`src/rtl/l4_pkg.sv`:
```
// rtl/l4_pkg.sv - opcodes and FSM state encoding for the l4 processor core
package l4_pkg;
    localparam logic [2:0] OP_LOAD = 3'b000;
    localparam logic [2:0] OP_MOV  = 3'b001;
    localparam logic [2:0] OP_SUB  = 3'b010;
    localparam logic [2:0] OP_ADD  = 3'b011;
    localparam logic [2:0] OP_DISP = 3'b100;
    localparam logic [2:0] OP_RSVD = 3'b101;
    localparam logic [2:0] OP_SUBI = 3'b110;
    localparam logic [2:0] OP_ADDI = 3'b111;

    typedef enum logic [1:0] {
        ST_IDLE = 2'd0,
        ST_T1   = 2'd1,
        ST_T2   = 2'd2,
        ST_T3   = 2'd3
    } state_t;
endpackage

```
`src/rtl/l4_proc_core_if.sv`:
```
// rtl/l4_proc_core_if.sv - instruction handshake, status and debug bus of the l4 core
interface l4_proc_core_if #(
    parameter int DATA_W = 4,
    parameter int NREGS  = 4
);
    localparam int REG_AW = $clog2(NREGS);

    logic              instr_valid;
    logic              instr_ready;
    logic [2:0]        instr_op;
    logic [REG_AW-1:0] instr_rx;
    logic [REG_AW-1:0] instr_ry;
    logic [DATA_W-1:0] instr_imm;
    logic              done;
    logic              busy;
    logic [DATA_W-1:0] dp_out;
    logic              flag_c;
    logic              flag_z;
    logic              illegal;
    logic [REG_AW-1:0] dbg_addr;
    logic [DATA_W-1:0] dbg_data;

    modport master (
        output instr_valid, instr_op, instr_rx, instr_ry, instr_imm, dbg_addr,
        input  instr_ready, done, busy, dp_out, flag_c, flag_z, illegal, dbg_data
    );

    modport slave (
        input  instr_valid, instr_op, instr_rx, instr_ry, instr_imm, dbg_addr,
        output instr_ready, done, busy, dp_out, flag_c, flag_z, illegal, dbg_data
    );
endinterface

```
`src/rtl/l4_regfile.sv`:
```
// rtl/l4_regfile.sv - register array with two read ports, a debug read port and one write port
module l4_regfile #(
    parameter int DATA_W = 4,
    parameter int NREGS  = 4,
    parameter int REG_AW = $clog2(NREGS)
) (
    input  logic              i_clk,
    input  logic              i_rst_n,
    input  logic              i_we,
    input  logic [REG_AW-1:0] i_waddr,
    input  logic [DATA_W-1:0] i_wdata,
    input  logic [REG_AW-1:0] i_raddr_a,
    output logic [DATA_W-1:0] o_rdata_a,
    input  logic [REG_AW-1:0] i_raddr_b,
    output logic [DATA_W-1:0] o_rdata_b,
    input  logic [REG_AW-1:0] i_dbg_addr,
    output logic [DATA_W-1:0] o_dbg_data
);
    logic [DATA_W-1:0] r_mem [NREGS];

    always_ff @(posedge i_clk or negedge i_rst_n) begin
        if (!i_rst_n) begin
            for (int i = 0; i < NREGS; i++) begin
                r_mem[i] <= '0;
            end
        end else if (i_we) begin
            r_mem[i_waddr] <= i_wdata;
        end
    end

    assign o_rdata_a  = r_mem[i_raddr_a];
    assign o_rdata_b  = r_mem[i_raddr_b];
    assign o_dbg_data = r_mem[i_dbg_addr];
endmodule

```
`src/rtl/l4_proc_core.sv`:
```
// rtl/l4_proc_core.sv - multi-cycle core: IR, A/G/DP latches, add/sub unit and control FSM
module l4_proc_core #(
    parameter int DATA_W = 4,
    parameter int NREGS  = 4
) (
    input  logic           clk,
    input  logic           rst_n,
    l4_proc_core_if.slave  bus
);
    import l4_pkg::*;

    localparam int REG_AW = $clog2(NREGS);

    state_t            r_state;
    state_t            w_next;
    logic [2:0]        r_op;
    logic [REG_AW-1:0] r_rx;
    logic [REG_AW-1:0] r_ry;
    logic [DATA_W-1:0] r_imm;
    logic [DATA_W-1:0] r_a;
    logic [DATA_W-1:0] r_g;
    logic [DATA_W-1:0] r_dp;
    logic              r_c;
    logic              r_z;

    logic              w_accept;
    logic              w_we;
    logic [DATA_W-1:0] w_wdata;
    logic              w_ld_a;
    logic              w_ld_g;
    logic              w_ld_dp;
    logic              w_ld_flags;
    logic              w_done;
    logic              w_illegal;
    logic [DATA_W-1:0] w_rd_a;
    logic [DATA_W-1:0] w_rd_b;
    logic [DATA_W-1:0] w_opb;
    logic              w_sub;
    logic [DATA_W:0]   w_sum;

    l4_regfile #(.DATA_W(DATA_W), .NREGS(NREGS), .REG_AW(REG_AW)) u_regfile (
        .i_clk      (clk),
        .i_rst_n    (rst_n),
        .i_we       (w_we),
        .i_waddr    (r_rx),
        .i_wdata    (w_wdata),
        .i_raddr_a  (r_rx),
        .o_rdata_a  (w_rd_a),
        .i_raddr_b  (r_ry),
        .o_rdata_b  (w_rd_b),
        .i_dbg_addr (bus.dbg_addr),
        .o_dbg_data (bus.dbg_data)
    );

    // Subtraction is A + ~B + 1, so the carry-out reads as "no borrow".
    assign w_sub   = ~r_op[0];
    assign w_opb   = r_op[2] ? r_imm : w_rd_b;
    assign w_sum   = {1'b0, r_a} + {1'b0, w_opb ^ {DATA_W{w_sub}}} + {{DATA_W{1'b0}}, w_sub};
    assign w_accept = bus.instr_valid && bus.instr_ready;

    always_ff @(posedge clk or negedge rst_n) begin
        if (!rst_n) begin
            r_state <= ST_IDLE;
        end else begin
            r_state <= w_next;
        end
    end

    always_comb begin
        w_next     = r_state;
        w_we       = 1'b0;
        w_wdata    = r_g;
        w_ld_a     = 1'b0;
        w_ld_g     = 1'b0;
        w_ld_dp    = 1'b0;
        w_ld_flags = 1'b0;
        w_done     = 1'b0;
        w_illegal  = 1'b0;
        case (r_state)
            ST_IDLE: begin
                if (w_accept) w_next = ST_T1;
            end
            ST_T1: begin
                case (r_op)
                    OP_LOAD: begin
                        w_we    = 1'b1;
                        w_wdata = r_imm;
                        w_done  = 1'b1;
                        w_next  = ST_IDLE;
                    end
                    OP_MOV: begin
                        w_ld_g = 1'b1;
                        w_next = ST_T2;
                    end
                    OP_DISP: begin
                        w_ld_dp = 1'b1;
                        w_done  = 1'b1;
                        w_next  = ST_IDLE;
                    end
                    OP_RSVD: begin
                        w_illegal = 1'b1;
                        w_done    = 1'b1;
                        w_next    = ST_IDLE;
                    end
                    default: begin
                        w_ld_a = 1'b1;
                        w_next = ST_T2;
                    end
                endcase
            end
            ST_T2: begin
                if (r_op == OP_MOV) begin
                    w_we   = 1'b1;
                    w_done = 1'b1;
                    w_next = ST_IDLE;
                end else begin
                    w_ld_g     = 1'b1;
                    w_ld_flags = 1'b1;
                    w_next     = ST_T3;
                end
            end
            ST_T3: begin
                w_we   = 1'b1;
                w_done = 1'b1;
                w_next = ST_IDLE;
            end
            default: w_next = ST_IDLE;
        endcase
    end

    always_ff @(posedge clk or negedge rst_n) begin
        if (!rst_n) begin
            r_op  <= '0;
            r_rx  <= '0;
            r_ry  <= '0;
            r_imm <= '0;
            r_a   <= '0;
            r_g   <= '0;
            r_dp  <= '0;
            r_c   <= 1'b0;
            r_z   <= 1'b0;
        end else begin
            if (w_accept) begin
                r_op  <= bus.instr_op;
                r_rx  <= bus.instr_rx;
                r_ry  <= bus.instr_ry;
                r_imm <= bus.instr_imm;
            end
            if (w_ld_a)  r_a  <= w_rd_a;
            // G takes R[ry] for mov (T1) and the ALU result for arithmetic (T2).
            if (w_ld_g)  r_g  <= (r_state == ST_T2) ? w_sum[DATA_W-1:0] : w_rd_b;
            if (w_ld_dp) r_dp <= w_rd_a;
            if (w_ld_flags) begin
                r_c <= w_sum[DATA_W];
                r_z <= (w_sum[DATA_W-1:0] == '0);
            end
        end
    end

    assign bus.instr_ready = rst_n && (r_state == ST_IDLE);
    assign bus.busy        = (r_state != ST_IDLE);
    assign bus.done        = w_done;
    assign bus.illegal     = w_illegal;
    assign bus.dp_out      = r_dp;
    assign bus.flag_c      = r_c;
    assign bus.flag_z      = r_z;
endmodule

```
`src/flat_wrapper.sv`:
```
// flat-port wrapper written by rule: the top's interface ports become plain ports
module l4_proc_core_flat import l4_pkg::*;
#(
    parameter int DATA_W = 4,
    parameter int NREGS  = 4
)
  (clk, rst_n, bus_instr_valid, bus_instr_op, bus_instr_rx, bus_instr_ry, bus_instr_imm, bus_dbg_addr, bus_instr_ready, bus_done, bus_busy, bus_dp_out, bus_flag_c, bus_flag_z, bus_illegal, bus_dbg_data);
  l4_proc_core_if #(.DATA_W(DATA_W), .NREGS(NREGS)) bus_i ();
  input  logic clk;
  input  logic rst_n;
  input wire logic [$bits(bus_i.instr_valid)-1:0] bus_instr_valid;
  input wire logic [$bits(bus_i.instr_op)-1:0] bus_instr_op;
  input wire logic [$bits(bus_i.instr_rx)-1:0] bus_instr_rx;
  input wire logic [$bits(bus_i.instr_ry)-1:0] bus_instr_ry;
  input wire logic [$bits(bus_i.instr_imm)-1:0] bus_instr_imm;
  input wire logic [$bits(bus_i.dbg_addr)-1:0] bus_dbg_addr;
  output wire logic [$bits(bus_i.instr_ready)-1:0] bus_instr_ready;
  output wire logic [$bits(bus_i.done)-1:0] bus_done;
  output wire logic [$bits(bus_i.busy)-1:0] bus_busy;
  output wire logic [$bits(bus_i.dp_out)-1:0] bus_dp_out;
  output wire logic [$bits(bus_i.flag_c)-1:0] bus_flag_c;
  output wire logic [$bits(bus_i.flag_z)-1:0] bus_flag_z;
  output wire logic [$bits(bus_i.illegal)-1:0] bus_illegal;
  output wire logic [$bits(bus_i.dbg_data)-1:0] bus_dbg_data;
  assign bus_i.instr_valid = bus_instr_valid;
  assign bus_i.instr_op = bus_instr_op;
  assign bus_i.instr_rx = bus_instr_rx;
  assign bus_i.instr_ry = bus_instr_ry;
  assign bus_i.instr_imm = bus_instr_imm;
  assign bus_i.dbg_addr = bus_dbg_addr;
  assign bus_instr_ready = bus_i.instr_ready;
  assign bus_done = bus_i.done;
  assign bus_busy = bus_i.busy;
  assign bus_dp_out = bus_i.dp_out;
  assign bus_flag_c = bus_i.flag_c;
  assign bus_flag_z = bus_i.flag_z;
  assign bus_illegal = bus_i.illegal;
  assign bus_dbg_data = bus_i.dbg_data;
  l4_proc_core #(.DATA_W(DATA_W), .NREGS(NREGS)) u_core (.clk(clk), .rst_n(rst_n), .bus(bus_i));
endmodule
```
`config.mk`:
```
export PLATFORM = sky130hd
export DESIGN_NAME = l4_proc_core_flat
export DESIGN_NICKNAME = d
export VERILOG_FILES = /design/src/rtl/l4_pkg.sv /design/src/rtl/l4_proc_core_if.sv /design/src/rtl/l4_regfile.sv /design/src/rtl/l4_proc_core.sv /design/src/flat_wrapper.sv
export SDC_FILE = /design/constraint.sdc
export NUM_CORES = 1
export LEC_CHECK = 0
export ABC_AREA = 1
export CAP_MARGIN = 40
export CORE_ASPECT_RATIO = 1.2
export CORE_MARGIN = 3
export CORE_UTILIZATION = 44
export DETAILED_ROUTE_END_ITERATION = 12
export PLACE_DENSITY = 0.73
export RECOVER_POWER = 50
export REMOVE_ABC_BUFFERS = 1
export SLEW_MARGIN = 20
export SYNTH_ARGS = -nofsm -noshare
export SYNTH_HDL_FRONTEND = slang
export SYNTH_HIERARCHICAL = 1
export SYNTH_SLANG_ARGS = --single-unit
```
`constraint.sdc`:
```
create_clock -name clk -period 1.96 [get_ports clk]
set_input_delay 0.392 -clock clk [delete_from_list [all_inputs] [get_ports clk]]
set_output_delay 0.392 -clock clk [all_outputs]
set_load 0.005 [all_outputs]
```
# Yosys cells after proc, flatten, opt, wreduce, memory -nomap -nowiden
# Index checks and enable logic that the tools add are counted.
[classes] n_addsub=2 n_bitwise=5 reduce_logical=9 n_eq_ne=7 muxes=34 order_cmp=4
[ops] operator="4-bit two-way mux" count=11
[ops] operator="4-bit binary-select mux with 2-bit select" count=3
[ops] operator="16-bit bitwise mux" count=1
[ops] operator="1-bit two-way mux" count=11
[ops] operator="3-bit greater-or-equal comparator, second input constant" count=3
[ops] operator="2-bit inverter with 3-bit output" count=3
[ops] operator="4-bit demux with 2-bit select" count=1
[ops] operator="2-bit case mux with 4 select lines" count=1
[ops] operator="3-bit equality test, second input constant" count=2
[ops] operator="2-bit two-way mux" count=3
[ops] operator="1-bit case mux with 3 select lines" count=2
[ops] operator="4-bit by 4-bit adder with 5-bit output" count=1
[ops] operator="5-bit by 1-bit adder with 5-bit output" count=1
[ops] operator="2-bit equality test, second input constant" count=2
[ops] operator="4-bit logical NOT" count=1
[ops] operator="4-bit OR reduction" count=1
[ops] operator="4-bit bitwise XOR" count=1
[ops] operator="3-bit by 1-bit equality test with 1-bit output, second input constant" count=1
[ops] operator="1-bit logical AND" count=3
[ops] operator="3-bit logical NOT" count=1
[ops] operator="3-bit by 1-bit less-than comparator with 1-bit output, second input constant" count=1
[ops] operator="3-bit OR reduction" count=1
[ops] operator="2-bit by 1-bit equality test with 1-bit output, second input constant" count=1
[ops] operator="2-bit logical NOT" count=1
[ops] operator="other kinds (4)" count=4
[word_totals] register_bits=43 out_inout_bits=14

# Depth between registers and ports, before layout
[logic_depth] word_depth=9 ltp_mapped=18

# By module
# The synthesis kept the hierarchy.
[by_module_without_submodules] module="l4_proc_core" area_per_inst_um2=1451.4 seq_area_each_um2=675.6 cells_each=168 instances=1
[by_module_without_submodules] module="l4_regfile" area_per_inst_um2=1134.8 seq_area_each_um2=400.4 cells_each=181 instances=1

# Worst setup path after synthesis
# No wires, ideal clock.
[synth_timing] path_type="flip-flop to flip-flop" from="register u_core.r_ry[0]" to="register u_core.r_z, in the netlist u_core/bus.flag_z" path_slack_ns=-0.063 setup_time_ns=0.065 t_required_ns=1.895 synth_period_minus_slack_ns=2.023 t_arrival_ns=1.958 stages_incl_launch_ff=15 path_buffers=1 cell_sequence="dfrtp_1 -> buf_2 -> inv_1 -> nand2_1 -> nand3_1 -> nand2_1 -> nand2_1 -> nand2_1 -> xor2_1 -> fa_1 -> xor2_1 -> nand2_1 -> nor2_1 -> nand4_1 -> nand2_1"
[synth_between] elab_chain_len=9
[synth_rtl] element="from (decl)" line_no="l4_proc_core.sv:18" text="logic [REG_AW-1:0] r_ry;"
[synth_rtl] element="from (signal assigned)" line_no="l4_proc_core.sv:146" text="r_ry <= bus.instr_ry;"
[synth_rtl] element="2-bit inverter with 3-bit output (not written as such)" line_no="l4_regfile.sv:32" text="assign o_rdata_b = r_mem[i_raddr_b];"
[synth_rtl] element="4-bit binary-select mux with 2-bit select" line_no="l4_regfile.sv:32"
[synth_rtl] element="4-bit two-way mux (not written as such) (2 in series)" line_no="l4_regfile.sv:32"
[synth_rtl] element="net u_core.w_rd_b[1]" line_no="l4_proc_core.sv:36" text="logic [DATA_W-1:0] w_rd_b;"
[synth_rtl] element="4-bit two-way mux" line_no="l4_proc_core.sv:57" text="assign w_opb = r_op[2] ? r_imm : w_rd_b;"
[synth_rtl] element="4-bit bitwise XOR" line_no="l4_proc_core.sv:58" text="assign w_sum = {1'b0, r_a} + {1'b0, w_opb ^ {DATA_W{w_sub}}} + {{DATA_W{1'b0}}, w_sub};"
[synth_rtl] element="4-bit by 4-bit adder with 5-bit output" line_no="l4_proc_core.sv:58"
[synth_rtl] element="5-bit by 1-bit adder with 5-bit output" line_no="l4_proc_core.sv:58"
[synth_rtl] element="4-bit logical NOT" line_no="l4_proc_core.sv:155" text="r_z <= (w_sum[DATA_W-1:0] == '0);"
[synth_rtl] element="to (signal assigned)" line_no="l4_proc_core.sv:155"
[synth_rtl] element="to (decl)" line_no="l4_proc_core.sv:24" text="logic r_z;"
# The timed path passes the listed nets, and every way through them passes these cells. The select of a mux whose other input is x is not followed.
# A chain may end at the register's enable or synchronous reset.

# Final worst setup path
[layout_timing] from="register u_core.r_ry[0]" to="register u_core.r_g[3]"
[layout_between] elab_chain_len=9
[layout_rtl] element="2-bit inverter with 3-bit output (not written as such)" line_no="l4_regfile.sv:32"
[layout_rtl] element="4-bit binary-select mux with 2-bit select" line_no="l4_regfile.sv:32"
[layout_rtl] element="4-bit two-way mux (not written as such) (2 in series)" line_no="l4_regfile.sv:32"
[layout_rtl] element="net u_core.w_rd_b[1]" line_no="l4_proc_core.sv:36"
[layout_rtl] element="4-bit two-way mux" line_no="l4_proc_core.sv:57"
[layout_rtl] element="4-bit bitwise XOR" line_no="l4_proc_core.sv:58"
[layout_rtl] element="4-bit by 4-bit adder with 5-bit output" line_no="l4_proc_core.sv:58"
[layout_rtl] element="5-bit by 1-bit adder with 5-bit output" line_no="l4_proc_core.sv:58"
[layout_rtl] element="4-bit two-way mux" line_no="l4_proc_core.sv:151" text="if (w_ld_g) r_g <= (r_state == ST_T2) ? w_sum[DATA_W-1:0] : w_rd_b;"
[layout_rtl] element="to (signal assigned)" line_no="l4_proc_core.sv:151"
[layout_rtl] element="to (decl)" line_no="l4_proc_core.sv:21" text="logic [DATA_W-1:0] r_g;"
# The timed path passes the listed nets, and every way through them passes these cells. The select of a mux whose other input is x is not followed.

==> metrics.md <==
| Metric | Value |
|---|---|
| Skew final | 3.85 ps |
| Layout cell share with drive strength beyond 1 | 29.1% |
| I/O Buffers | 29 |
| Hold depth | 2 |
| Htree depth | 2 |
| Remaining Overflow, GRT | 0 |
| Syn Std Cell Area | 0.00259 mm² |
| Clk sinks | 43 |
| Most common cell in the netlist | nand2_1 |
| Top delay family on crit path | simple AND/OR/NAND/NOR gates |
| Worst path depth | 17 |
| Synth top area cells | dfrtp_1, nand2_1, inv_1, nand3_1, nand4_1 |
| Crit-path most repeated cell | nand2_2 |
| Worst Path Max Fanout | 8 |
| Period minus WS final | 2140 ps |
| Crit path buffers/inverters | 3 |
| Yosys top cell area share | 41.6% |
| Drt initial violations | 149 |
| Root Driver | clkbuf_8 |
| Detailed Route WL | 7.17 mm |
| Status | finished with violations |
| Area after DPL | 0.00318 mm² |
| R2R depth | 17 |
| Synth Area in Simple Gates | 34.8% |
| Clock Path Buffers | 2 |
| Cell Pwr Density | 1870 mW/mm² |
| TNS Setup | -599 ps |
| Core Box Area | 0.00548 mm² |
| Post-synth top area cell | dfrtp_1 |
| DRC | 0 |
| Number of synthesized flops with an enable pin | 0 |
| Post-synth ARST share | 100% |
| Worst-Margin Slew | 1050 ps |
| CP Launch Type | flip-flop |
| Synth Area in Compound Gates | 7.21% |
| Clock latency at the later pin of the worst-skew pair | 290 ps |
| DIE AREA | 0.00684 mm² |
| Setup-failing EPs final | 4 |
| Post-synthesis mux area share | 3.19% |
| Via count | 2628 |
| Post-DP HPWL | 5.03 mm |
| Total GRT Usage | 21.2% |
| DRT antenna net count | 0 |
| RSZ-0062 raised after global routing | yes |
| Yosys warns | 6 |
| Final Cell Area | 0.00354 mm² |
| Global-route wire length before repair | 11.8 mm |
| Sequential fraction of the synthesis area | 41.6% |
| Critical path, cell by cell | buf_12, nand2_2, nand3_2, nand2_2, nand2_2, nand2_2, xor2_2, inv_1, ha_1, nand2_1, inv_2, nand3_4, nand2_2, nand2_2, nand3_2, nand2_1, nand2_1 |
| Syn avg cell area | 7.41 µm² |
| WP data required | 2150 ps |
| Antenna Cells | 0 |
| Cells after Synth | 349 |
| Leak pwr | 1.87 nW |
| Largest family of logic cells by synthesized area | simple AND/OR/NAND/NOR gates |
| Slew Limit Headroom | 29.9% |
| Die Ht | 90.0 µm |
| Initial Util | 47.2% |
| Adder-cell share of the synthesized area | 2.23% |
| Slew Limit Fails | 0 |
| Final WS setup | -181 ps |
| Hold Vio Cnt, Final | 0 |
| Routed len/inst | 14.3 µm |
| Worst hold path type | flip-flop to flip-flop |
| Clk slew on worst S/H paths | 80 ps |
| Area Overhead vs Synth | 36.8% |
| Crit Path Class | flip-flop to flip-flop |
| Worst stage delay on the critical path | 430 ps |
| # IOs | 30 |
| Register bit count reported by yosys | 43 |
| Number of nets in the finished design | 443 |
| Crit share post-route | 109% |
| Pre-Repair DR Iteration Count | 5 |
| Vias in the first global route | 2499 |
| Routed vias/inst | 5.26 |
| Failing checks | setup timing |
| CP Data Arrival Time | 2340 ps |
| Row cnt | 29 |
| Worst Setup End Kind | flip-flop |
| CTS tree | built |
| CTS Buf Count | 5 |
| RePlAce Congestion | 0.950 |
| Initial antenna violation count | 0 |
| Die width | 76.0 µm |
| Fmax | 0.467 GHz |
| Post-synth top cells | nand2_1, inv_1, dfrtp_1 |
| Max cap viols | 0 |
| Synth cell types | 30 |
| Largest net degree at the start of global routing | 44 |
| Max VDD drop | 1.08 mV |
| XOR/XNOR share of the synthesized area | 1.69% |
| Slowest cell on crit path | dfrtp_1 |
| Synth Flop Type | dfrtp_1 |
-- kinds of logic after synthesis --
logic type | after synthesis
xor gates and xnor gates | 5
adders and majority gates | 4
muxes | 7
AOI/OAI and AO/OA | 34
buffers and inverters | 58
and+or+nand+nor | 198
DFF | 43
-- through the flow --
stage	hold slack [ps]	std cells	utilization [%]	worst slack (ps)	total power, W
3_5_place_dp	459	479	58.1	-215	0.00512
5_1_grt	507	500	64.6	-281	0.00713
2_1_floorplan	96.4	342	-	-43.9	0.00366
3_3_place_gp	457	479	58.1	-130	0.00503
6_report	475	500	64.6	-181	0.00663
4_1_cts	257	496	61.8	-124	0.00604
-- final timing paths --
check,startpoint,endpoint,slack (ps)
setup / recovery,u_core/r_ry[0],u_core/r_g[3],-180
max in group asynchronous,rst_n,u_core/r_state[0],750
hold reg to reg,u_core/u_regfile/r_mem[4],u_core/u_regfile/r_mem[4],480
setup reg to reg,u_core/r_ry[0],u_core/r_g[3],-180
min in group asynchronous,rst_n,u_core/u_regfile/r_mem[3],490
hold / removal,u_core/u_regfile/r_mem[4],u_core/u_regfile/r_mem[4],480
-- sequential cells by signal, indices dropped and copies added (netlist names), 3 cells and up --
name	cells
u_core/r_imm	4
u_core/r_a	4
u_core/bus.dp_out	4
u_core/r_g	4
u_core/r_op	3
u_core/u_regfile/r_mem	16
-- per-layer routing --
layer | up-vias | global-route usage (%) | routed length [µm]
met4 | 0 | 7.10 | 233
met3 | 29 | 3.90 | 387
met5 | - | 0 | 0
met2 | 105 | 36.5 | 3550
met1 | 1236 | 26.6 | 3000
li1 | 1258 | - | -
-- worst min-delay path: stages (launching register included) --
cell and delay [ps]:
dfrtp_1 350, nand2_1 50, nand2_1 50
-- power breakdown --
group | leakage, nW | total [W] | switching, W | internal (W)
sequential | 0.543 | 0.00164 | 0.000354 | 0.00129
clock | 0.0470 | 0.000581 | 0.000304 | 0.000277
combinational | 1.28 | 0.00441 | 0.00246 | 0.00195
-- area by class of cell --
| cell class | instances | area (µm²) |
|---|---|---|
| Tap cell | 77 | 96.3 |
| Clock inverter | 1 | 5.00 |
| Sequential cell | 43 | 1080 |
| Inverter | 51 | 196 |
| Timing Repair Buffer | 74 | 649 |
| Fill cell | 452 | 1940 |
| Multi-Input combinational cell | 248 | 1430 |
| Clock buffer | 6 | 82.6 |
-- cell usage in the layout, fill, tap and decap left out, types with 5 or more instances in the layout --
cell,n
clkbuf_8,6
mux2_2,6
nor2_1,10
dfrtp_1,40
o21ai_0,11
a21oi_1,7
o21ai_1,6
dlygate4sd2_1,5
nand2_1,117
inv_2,11
nand4_1,13
nand3_2,14
nand3_1,19
inv_1,38
clkdlybuf4s50_1,20
nand2_2,13
buf_4,41
-- repair_timing --
action                                  4_1_cts  5_1_grt
pin swaps                                    18       21
endpoints found under the setup margin       12        8
hold buffers                                  0        0
gates cloned                                  0        0
resized for setup                            24       36
buffers inserted                             10        4
No activity file was read; power rests on OpenSTA's default activity.
